## config.mk

```make
export PLATFORM = sky130hd
export DESIGN_NAME = bram_fifo_seq_ctrl
export DESIGN_NICKNAME = d
export VERILOG_FILES = /design/src/rtl/bram_fifo_seq_ctrl.sv
export SDC_FILE = /design/constraint.sdc
export NUM_CORES = 1
export LEC_CHECK = 0
export ABC_AREA = 1
export CAP_MARGIN = 10
export CELL_PAD_IN_SITES_DETAIL_PLACEMENT = 0
export CELL_PAD_IN_SITES_GLOBAL_PLACEMENT = 2
export CORE_UTILIZATION = 32
export DETAILED_ROUTE_END_ITERATION = 10
export PLACE_DENSITY_LB_ADDON = 0.1
export SYNTH_ARGS = -nofsm -noshare
export SYNTH_HDL_FRONTEND = slang
export SYNTH_SLANG_ARGS = --single-unit
```

## constraint.sdc

```tcl
create_clock -name clk_i -period 4.3 [get_ports clk_i]
set_input_delay 1.29 -clock clk_i [delete_from_list [all_inputs] [get_ports clk_i]]
set_output_delay 1.29 -clock clk_i [all_outputs]
set_load 0.05 [all_outputs]
```

## src/rtl/bram_fifo_seq_ctrl.sv

```systemverilog
// Sequencer and enable guard for the shared FIFO_SYNC_MACRO slices behind fifo_v3.
// It runs the macro reset sequence, masks WREN/RDEN around RST and tracks exact occupancy.
module bram_fifo_seq_ctrl #(
    parameter int DEPTH       = 1024,
    parameter int PRE_CYCLES  = 4,
    parameter int RST_CYCLES  = 5,
    parameter int POST_CYCLES = 4,
    localparam int CNT_W      = $clog2(DEPTH + 1)
) (
    input  logic             clk_i,
    input  logic             rst_i,
    input  logic             flush_i,
    input  logic             push_i,
    input  logic             pop_i,
    input  logic             fifo_full_i,
    input  logic             fifo_empty_i,
    output logic             fifo_rst_o,
    output logic             fifo_wren_o,
    output logic             fifo_rden_o,
    output logic             ready_o,
    output logic             full_o,
    output logic             empty_o,
    output logic [CNT_W-1:0] usage_o,
    output logic             overflow_o,
    output logic             underflow_o
);

    localparam int SEQ_MAX = (PRE_CYCLES > RST_CYCLES)
                           ? ((PRE_CYCLES > POST_CYCLES) ? PRE_CYCLES : POST_CYCLES)
                           : ((RST_CYCLES > POST_CYCLES) ? RST_CYCLES : POST_CYCLES);
    localparam int SEQ_W   = $clog2(SEQ_MAX + 1);

    typedef enum logic [1:0] {
        S_PRE,
        S_RST,
        S_POST,
        S_RUN
    } state_t;

    state_t             state_reg;
    logic [SEQ_W-1:0]   cnt_reg;
    logic [CNT_W-1:0]   usage_reg;
    logic               fifo_rst_reg;
    logic               ready_reg;
    logic               overflow_reg;
    logic               underflow_reg;

    logic               run;
    logic               acc_push;
    logic               acc_pop;
    logic               drop_push;
    logic               drop_pop;

    // Flags and enables are decoded from registered state so the macros never see
    // an enable outside RUN; a flush cycle masks both enables.
    always_comb begin
        run       = (state_reg == S_RUN);
        full_o    = ~run | fifo_full_i  | (usage_reg == CNT_W'(DEPTH));
        empty_o   = ~run | fifo_empty_i | (usage_reg == '0);
        acc_push  = run & ~flush_i & push_i & ~full_o;
        acc_pop   = run & ~flush_i & pop_i  & ~empty_o;
        drop_push = run & ~flush_i & push_i & full_o;
        drop_pop  = run & ~flush_i & pop_i  & empty_o;
    end

    always_ff @(posedge clk_i or posedge rst_i) begin
        if (rst_i) begin
            state_reg     <= S_PRE;
            cnt_reg       <= SEQ_W'(PRE_CYCLES - 1);
            usage_reg     <= '0;
            fifo_rst_reg  <= 1'b0;
            ready_reg     <= 1'b0;
            overflow_reg  <= 1'b0;
            underflow_reg <= 1'b0;
        end else begin
            overflow_reg  <= drop_push;
            underflow_reg <= drop_pop;
            case (state_reg)
                S_PRE: begin
                    if (cnt_reg == '0) begin
                        state_reg    <= S_RST;
                        cnt_reg      <= SEQ_W'(RST_CYCLES - 1);
                        fifo_rst_reg <= 1'b1;
                    end else begin
                        cnt_reg <= cnt_reg - 1'b1;
                    end
                end
                S_RST: begin
                    if (cnt_reg == '0) begin
                        state_reg    <= S_POST;
                        cnt_reg      <= SEQ_W'(POST_CYCLES - 1);
                        fifo_rst_reg <= 1'b0;
                    end else begin
                        cnt_reg <= cnt_reg - 1'b1;
                    end
                end
                S_POST: begin
                    if (cnt_reg == '0) begin
                        state_reg <= S_RUN;
                        ready_reg <= 1'b1;
                    end else begin
                        cnt_reg <= cnt_reg - 1'b1;
                    end
                end
                S_RUN: begin
                    if (flush_i) begin
                        state_reg <= S_PRE;
                        cnt_reg   <= SEQ_W'(PRE_CYCLES - 1);
                        ready_reg <= 1'b0;
                        usage_reg <= '0;
                    end else begin
                        usage_reg <= usage_reg + CNT_W'(acc_push) - CNT_W'(acc_pop);
                    end
                end
                default: state_reg <= S_PRE;
            endcase
        end
    end

    assign fifo_rst_o  = fifo_rst_reg;
    assign fifo_wren_o = acc_push;
    assign fifo_rden_o = acc_pop;
    assign ready_o     = ready_reg;
    assign usage_o     = usage_reg;
    assign overflow_o  = overflow_reg;
    assign underflow_o = underflow_reg;

endmodule

```

==> run_results.csv, run 1 <==
group,metric,value,unit
run_status,status,"finished, final reports clean",
clock_network,root_buffer,"clkbuf_8",
logic_synthesis,synth_nets,255,
clock_network,cts_buffers,3,
clock_network,cts-resized-gates,0,
place,dp.final_hpwl,2.99,mm
setup_path,path_max_fanout,9,
timing,fmax,261,MHz
timing,fin_skew,0.00237,ns
logic_synthesis,synth_area_leaders,"dfrtp_1 (28%), ha_1 (17%), nand2_1 (12%), inv_1 (8.8%), nand3_1 (5.0%)",
layout,drive_gt1_share,11.0,%
logic_synthesis,synth_cell_types,26,
global_routing,overflow,0,
hold_path,hp-start,"ready_o",
place,portBuffers,25,
setup_path,worstReg2RegStart,"state_reg[0]",
logic_synthesis,synth_area,0.00161,mm2
timing,finalHoldViolCount,0,
floorplanning,die_h,73.0,um
clock_network,cts_setup_buffers,0,
logic_synthesis,synth_top_area_cell,"dfrtp_1",
hold_path,whs_path_depth,2,
routing,wl_per_cell,11.9,um
setup_path,worstSetupPathType,"in -> out",
clock_network,ctsHoldBuffers,0,
floorplanning,core_area,0.00479,mm2
logic_synthesis,synthCells,225,
floorplanning,row_count,25,
logic_synthesis,synth_top_area_share,27.9,%
setup_path,arrival,2.54,ns
routing,dr.pass1.iters,4,
timing,max_slew_margin,42.4,%
timing,finalMaxSlewViolations,0,
global_routing,grt_use_total,16.1,%
layout,fin_util,42.3,%
layout,area_growth,25.5,%
setup_path,worstRegToRegCells,20,
timing,timing.setup.tns,0,ns
layout,largest_reg_flops,11,
routing,drc_errors,0,
routing,wirelength,3.83,mm
routing,drt_iter0_markers,47,
routing,viasPerCell,4.46,
setup_path,r2r-end,"usage_o[10]",
clock_network,clkLatencyLatePin,0.26,ns
routing,antenna_left,0,
layout,fillCellCount,521,
hold_path,hold_path.class,"reg -> reg",
global_routing,antenna_found_initial,0,
timing,rsz0062_at_grt,"no",
logic_synthesis,synth-seq-cells,20,
layout,nNetsFinal,286,
logic_synthesis,ys.flop_type,"dfrtp_1",
clock_network,cts_tree,"built",
timing,finalCriticalPeriod,3.83,ns
logic_synthesis,async_flop_share,100,%
place,place_congestion,0.748,
global_routing,grt_max_degree,21,
clock_network,clock_path_buffers,2,
logic_synthesis,synth_area_per_cell,7.17,um2
floorplanning,io_pins,26,
global_routing,grt_pass1_vias,1405,
logic_synthesis,ys_warn_count,0,
logic_synthesis,ys_seq_area_share,31.2,%
setup_path,required,3.01,ns
routing,vias,1437,
setup_path,start_kind,"primary input",
setup_path,rrSetupSlack,1.13,ns
timing,timing.final.crit_share,89.1,%
timing,setup_viol,0,
clock_network,clkTransAtPathRegs,0.08,ns
clock_network,htree_levels,1,
floorplanning,die_x,73.0,um
setup_path,crit_path_end_kind,"output port",
logic_synthesis,synth_edf_count,0,
run,cap_viol_max_count,0,
hold_path,whs_endpoint,"ready_o",
timing,tightest_slew,0.863,ns
global_routing,grt_pass1_wl,6.46,mm
floorplanning,dieArea,0.00533,mm2
layout,antenna_cells,0,
clock_network,clkSinkCount,20,
floorplanning,start_util,33.7,%
[metrics by stage]
stage                     hold slack, ns  instances  area [um2]  setup slack, ns
after floorplan                    0.498        225        1610           0.0878
after global placement             0.479        318        1970            0.396
after detailed placement           0.477        318        1970            0.345
after CTS                          0.501        322        2020            0.453
after global routing               0.512        322        2020            0.367
final                              0.492        322        2020            0.467
[worst max-delay path by stage]
| stage | endpoint | startpoint | cells past startpoint | slack, ns |
|---|---|---|---|---|
| floorplan | usage_o[10] | fifo_empty_i | 18 | 0.09 |
| global placement | usage_o[10] | flush_i | 21 | 0.40 |
| detailed placement | usage_o[10] | flush_i | 21 | 0.35 |
| CTS | fifo_wren_o | flush_i | 7 | 0.45 |
| global route | usage_o[8] | flush_i | 21 | 0.37 |
| finish | fifo_wren_o | flush_i | 7 | 0.47 |
[placed cells by master (no fill, tap or decap), drive strengths merged, types with 4 or more instances in the layout]
master,netlist,layout
nand3,17,17
buf,1,6
o21ai,17,17
nand2,57,57
nor2,21,21
inv,45,45
ha,22,22
clkbuf,0,4
a21oi,12,12
dfrtp,18,18
clkdlybuf4s50,0,21
[worst max-delay path: stages]
cell and delay (ns):
clkdlybuf4s50_1 0.39, inv_1 0.06, nand2_2 0.05, inv_2 0.18, nand2_1 0.10, nor2_1 0.28
buf_12 0.18
[metal layers]
metal	part of all wire (%)	GRT usage [%]	vias to the layer above
met4	1.4	5.88	0
met3	1.5	1.66	4
met1	47	19.3	652
met5	0	0	-
met2	50	29.3	12
li1	-	-	769
[area by class of cell]
cell class / count / area, um2 / share of cell area (%)
Multi-Input combinational cell: 159 / 933 / 46.1
Sequential cell: 20 / 503 / 24.8
Timing Repair Buffer: 27 / 280 / 13.8
Inverter: 45 / 169 / 8.34
Tap cell: 67 / 83.8 / 4.14
Clock buffer: 4 / 55.1 / 2.72
[Yosys cell counts (3+ instances only)]
| master | number |
|---|---|
| nand3_1 | 16 |
| nand2_1 | 52 |
| o21ai_1 | 7 |
| nand2_2 | 4 |
| nor2_1 | 20 |
| inv_1 | 38 |
| ha_1 | 22 |
| dfrtp_1 | 18 |
| a21oi_1 | 10 |
| o21ai_0 | 10 |
| inv_2 | 7 |
| o22ai_1 | 3 |
[logic make-up (layout without fill, tap and decap cells)]
group           count (synthesis)  count (layout)  share of synthesized area, %
fa+ha+maj                      23              23                          18.3
xor+xnor                        1               1                         0.543
flops                          20              20                          31.2
simple gates                   98              98                          26.1
compound gates                 37              37                          12.9
buf+inv                        46              76                          10.9
Power of run 1 is left out: the tool's default activity adds up to more than one toggle a clock period on the data nets, which glitch-free logic cannot reach.
==> run 2: changes to the inputs <==
--- a/config.mk
+++ b/config.mk
@@ -12,6 +12,7 @@
 export CORE_UTILIZATION = 32
 export DETAILED_ROUTE_END_ITERATION = 10
 export PLACE_DENSITY_LB_ADDON = 0.1
+export SLEW_MARGIN = 30
 export SYNTH_ARGS = -nofsm -noshare
 export SYNTH_HDL_FRONTEND = slang
 export SYNTH_SLANG_ARGS = --single-unit
==> run 2 against run 1 <==
Effect of this change:
- worst hold slack unchanged
- maximum frequency about the same
- via count increased by 0.28%
- global-route usage unchanged
- critical endpoint unchanged
- wire length about the same
- die area unchanged
- sequential share of layout area unchanged
- first-iteration DRC count decreased by 2.1%
- clock-buffer cell count unchanged
- clock skew about the same
- critical path type unchanged
==> run_results.csv, run 2 (synthesized netlist as in run 1, its figures left out) <==
group,metric,value,unit
setup_path,slowest_delay,0.39,ns
routing,drc_errors,0,
timing,timing.final.crit_share,89.1,%
timing,finalMaxSlewViolations,0,
timing,max_slew_margin,45.3,%
setup_path,path_max_fanout,9,
layout,nNetsFinal,286,
layout,area_growth,25.5,%
routing,viasPerCell,4.48,
clock_network,cts_tree,"built",
layout,antenna_cells,0,
global_routing,grt_max_degree,21,
global_routing,grt_use_total,16.1,%
layout,largest_reg_flops,11,
floorplanning,io_pins,26,
setup_path,cp_slowest_cell,"clkdlybuf4s50_1",
timing,fmax,261,MHz
setup_path,arrival,2.54,ns
timing,fin_skew,0.00234,ns
routing,wl_per_cell,11.9,um
timing,rsz0062_at_grt,"no",
timing,finalCriticalPeriod,3.83,ns
global_routing,grt_pass1_vias,1405,
clock_network,clkLatencyLatePin,0.26,ns
floorplanning,core_area,0.00479,mm2
clock_network,root_buffer,"clkbuf_8",
setup_path,cpLargestDelayFamily,"buffers and inverters",
hold_path,hold_path.class,"reg -> reg",
timing,timing.setup.tns,0,ns
floorplanning,die_x,73.0,um
setup_path,start_kind,"primary input",
global_routing,grt_pass1_wl,6.46,mm
run_status,status,"finished, final reports clean",
routing,dr.pass1.iters,4,
global_routing,overflow,0,
setup_path,worstSetupPathType,"in -> out",
layout,mostFrequentLayoutCells,"nand2_1 (52), inv_1 (37), ha_1 (22), clkdlybuf4s50_1 (21), nor2_1 (20)",
routing,vias,1441,
run,cap_viol_max_count,0,
setup_path,required,3.01,ns
clock_network,cts-resized-gates,0,
clock_network,cts_setup_buffers,0,
setup_path,critPathBufInv,4,
timing,finalHoldViolCount,0,
setup_path,rrSetupSlack,1.13,ns
timing,hold_slack,0.492,ns
routing,drt_iter0_markers,46,
layout,drive_gt1_share,11.0,%
timing,tightest_slew,0.816,ns
clock_network,htree_levels,1,
routing,antenna_left,0,
place,dp.final_hpwl,2.99,mm
clock_network,cts_buffers,3,
clock_network,ctsHoldBuffers,0,
timing,setup_viol,0,
layout,fin_util,42.3,%
place,portBuffers,25,
floorplanning,dieArea,0.00533,mm2
place,place_congestion,0.748,
clock_network,clkTransAtPathRegs,0.08,ns
setup_path,crit_path_cell_trace,"clkdlybuf4s50_1, inv_1, nand2_2, inv_2, nand2_1, nor2_1, buf_12",
clock_network,clock_path_buffers,2,
floorplanning,die_h,73.0,um
floorplanning,start_util,33.7,%
floorplanning,row_count,25,
global_routing,antenna_found_initial,0,
clock_network,clkSinkCount,20,
routing,wirelength,3.83,mm
layout,layout_commonest_cell,"nand2_1",
setup_path,crit_path_end_kind,"output port",
-- run 2: final cells by class --
cell class / count / area, um2
clock buffer: 4 / 55.1
fill: 521 / 2760
inverter: 45 / 169
multi-input combinational: 159 / 933
sequential: 20 / 503
tap: 67 / 83.8
timing repair buffer: 27 / 280
-- run 2: path summary, 6_finish.rpt --
path	start	cells past startpoint	endpoint
worst max-delay path	flush_i	7	fifo_wren_o
worst min-delay path	ready_o	2	ready_o
worst max register to register	state_reg[0]	20	usage_o[10]
worst min register to register	ready_o	2	ready_o
max in group asynchronous	rst_i	2	usage_o[3]
min in group asynchronous	rst_i	2	overflow_o
-- run 2: worst register-to-register path, delay by kind of cell (launching register included) --
family | cells | cell delay, ns
fa+ha+maj | 4 | 1.26
buf+inv | 4 | 0.41
simple gates | 12 | 1.01
flops | 1 | 0.40
-- run 2: layer usage --
| layer | GRT usage [%] | vias to the layer above | routed length, um | part of all wire [%] |
|---|---|---|---|---|
| li1 | - | 769 | - | - |
| met4 | 5.88 | 0 | 52 | 1.4 |
| met3 | 1.66 | 4 | 59 | 1.5 |
| met5 | 0 | - | 0 | 0 |
| met1 | 19.3 | 656 | 1810 | 47 |
| met2 | 29.3 | 12 | 1910 | 50 |
-- run 2: through the flow --
step	std cells	area [um2]	setup slack, ns
after floorplan	225	1610	0.0878
after global placement	318	1970	0.396
after detailed placement	318	1970	0.345
after CTS	322	2020	0.453
after global routing	322	2020	0.367
final	322	2020	0.468
Power of run 2 is left out for the same reason.
==> run 3: changes to the inputs <==
--- a/config.mk
+++ b/config.mk
@@ -9,9 +9,10 @@
 export CAP_MARGIN = 10
 export CELL_PAD_IN_SITES_DETAIL_PLACEMENT = 0
 export CELL_PAD_IN_SITES_GLOBAL_PLACEMENT = 2
-export CORE_UTILIZATION = 32
+export CORE_UTILIZATION = 25
 export DETAILED_ROUTE_END_ITERATION = 10
 export PLACE_DENSITY_LB_ADDON = 0.1
+export RECOVER_POWER = 100
 export SLEW_MARGIN = 30
 export SYNTH_ARGS = -nofsm -noshare
 export SYNTH_HDL_FRONTEND = slang
==> run 3 against run 2 <==
Effect of this change:
- critical path depth increased by 1
- critical endpoint is now fifo_rden_o
- setup slack lost 0.11 ns
- wire length rose by 8.4%
- core utilization decreased by 9.1 points
- maximum frequency down 2.7%
==> run_results.csv, run 3 (synthesized netlist as in run 1, its figures left out) <==
group,metric,value,unit
timing,timing.setup.tns,0,ns
timing,max_slew_margin,41.4,%
clock_network,clock_path_buffers,2,
floorplanning,die_h,82.3,um
timing,finalHoldViolCount,0,
setup_path,worstSetupPathType,"in -> out",
hold_path,hp-start,"ready_o",
setup_path,rrSetupSlack,1.06,ns
place,place_congestion,0.694,
setup_path,worstRegToRegCells,20,
global_routing,overflow,0,
routing,wirelength,4.15,mm
layout,drive_gt1_share,7.81,%
global_routing,antenna_found_initial,0,
layout,fin_util,33.2,%
timing,fin_skew,0.00656,ns
clock_network,clkSinkCount,20,
setup_path,arrival,2.65,ns
place,portBuffers,25,
routing,drt_iter0_markers,28,
setup_path,path_max_fanout,3,
layout,largest_reg_flops,11,
routing,wl_per_cell,12.5,um
global_routing,grt_pass1_wl,6.68,mm
clock_network,cts-resized-gates,0,
floorplanning,dieArea,0.00678,mm2
timing,fmax,254,MHz
timing,timing.final.crit_share,91.6,%
setup_path,r2r-end,"usage_o[8]",
layout,layout_commonest_cell,"nand2_1",
timing,finalMaxSlewViolations,0,
layout,area_growth,24.7,%
run,cap_viol_max_count,0,
layout,mostFrequentLayoutCells,"nand2_1 (54), inv_1 (40), ha_1 (22), nor2_1 (20), dfrtp_1 (18)",
timing,rsz0062_at_grt,"no",
hold_path,whs_path_depth,2,
clock_network,cts_tree,"built",
setup_path,worstReg2RegStart,"state_reg[0]",
global_routing,grt_max_degree,21,
place,dp.final_hpwl,3.25,mm
hold_path,whs_endpoint,"ready_o",
floorplanning,core_area,0.00606,mm2
clock_network,ctsHoldBuffers,0,
hold_path,hold_path.class,"reg -> reg",
floorplanning,die_x,82.3,um
setup_path,crit_path_end_kind,"output port",
global_routing,grt_pass1_vias,1422,
routing,drc_errors,0,
setup_path,start_kind,"primary input",
clock_network,htree_levels,1,
global_routing,grt_use_total,13.5,%
setup_path,required,3.01,ns
clock_network,root_buffer,"clkbuf_8",
floorplanning,io_pins,26,
layout,antenna_cells,0,
clock_network,clkTransAtPathRegs,0.09,ns
clock_network,cts_setup_buffers,0,
run_status,status,"finished, final reports clean",
clock_network,clkLatencyLatePin,0.27,ns
routing,antenna_left,0,
timing,tightest_slew,0.878,ns
routing,viasPerCell,4.46,
timing,setup_viol,0,
timing,hold_slack,0.497,ns
layout,nNetsFinal,287,
clock_network,cts_buffers,3,
routing,dr.pass1.iters,4,
floorplanning,row_count,28,
timing,finalCriticalPeriod,3.94,ns
floorplanning,start_util,26.6,%
routing,vias,1476,
[run 3: worst max-delay path, stage by stage]
cell and delay, ns:
dlygate4sd3_1 0.54, inv_1 0.07, nand2_2 0.05, inv_1 0.12
nand2_1 0.08, nor2_1 0.16, clkbuf_1 0.19, buf_12 0.16
[run 3: worst max-delay path by stage]
stage	start	end	slack, ns	cells after the start
floorplan	fifo_empty_i	usage_o[10]	0.09	18
global placement	flush_i	usage_o[10]	0.50	21
detailed placement	flush_i	usage_o[10]	0.44	21
CTS	flush_i	fifo_wren_o	0.55	7
global route	flush_i	fifo_rden_o	0.25	8
finish	flush_i	fifo_rden_o	0.36	8
[run 3: final cells by class]
| class | instances | area (um2) |
|---|---|---|
| Clock buffer | 4 | 55.1 |
| Timing Repair Buffer | 28 | 273 |
| Tap cell | 75 | 93.8 |
| Sequential cell | 20 | 503 |
| Fill cell | 684 | 4050 |
| Inverter | 45 | 169 |
| Multi-Input combinational cell | 159 | 918 |
[run 3: layer usage]
metal  part of all wire, %  GRT usage (%)  up-vias
met5                     0              0        -
met4                  0.60           4.21        0
met3                   1.4           1.65        2
met2                    50           24.4        9
met1                    48           16.6      688
li1                      -              -      777
[run 3: per-stage QoR]
stage | setup WS (ns) | cells | cell area [um2]
floorplan | 0.0878 | 225 | 1610
global placement | 0.504 | 327 | 1990
detailed placement | 0.444 | 327 | 1990
CTS | 0.547 | 331 | 2040
global route | 0.253 | 331 | 2010
finish | 0.363 | 331 | 2010
Power of run 3 is left out for the same reason.
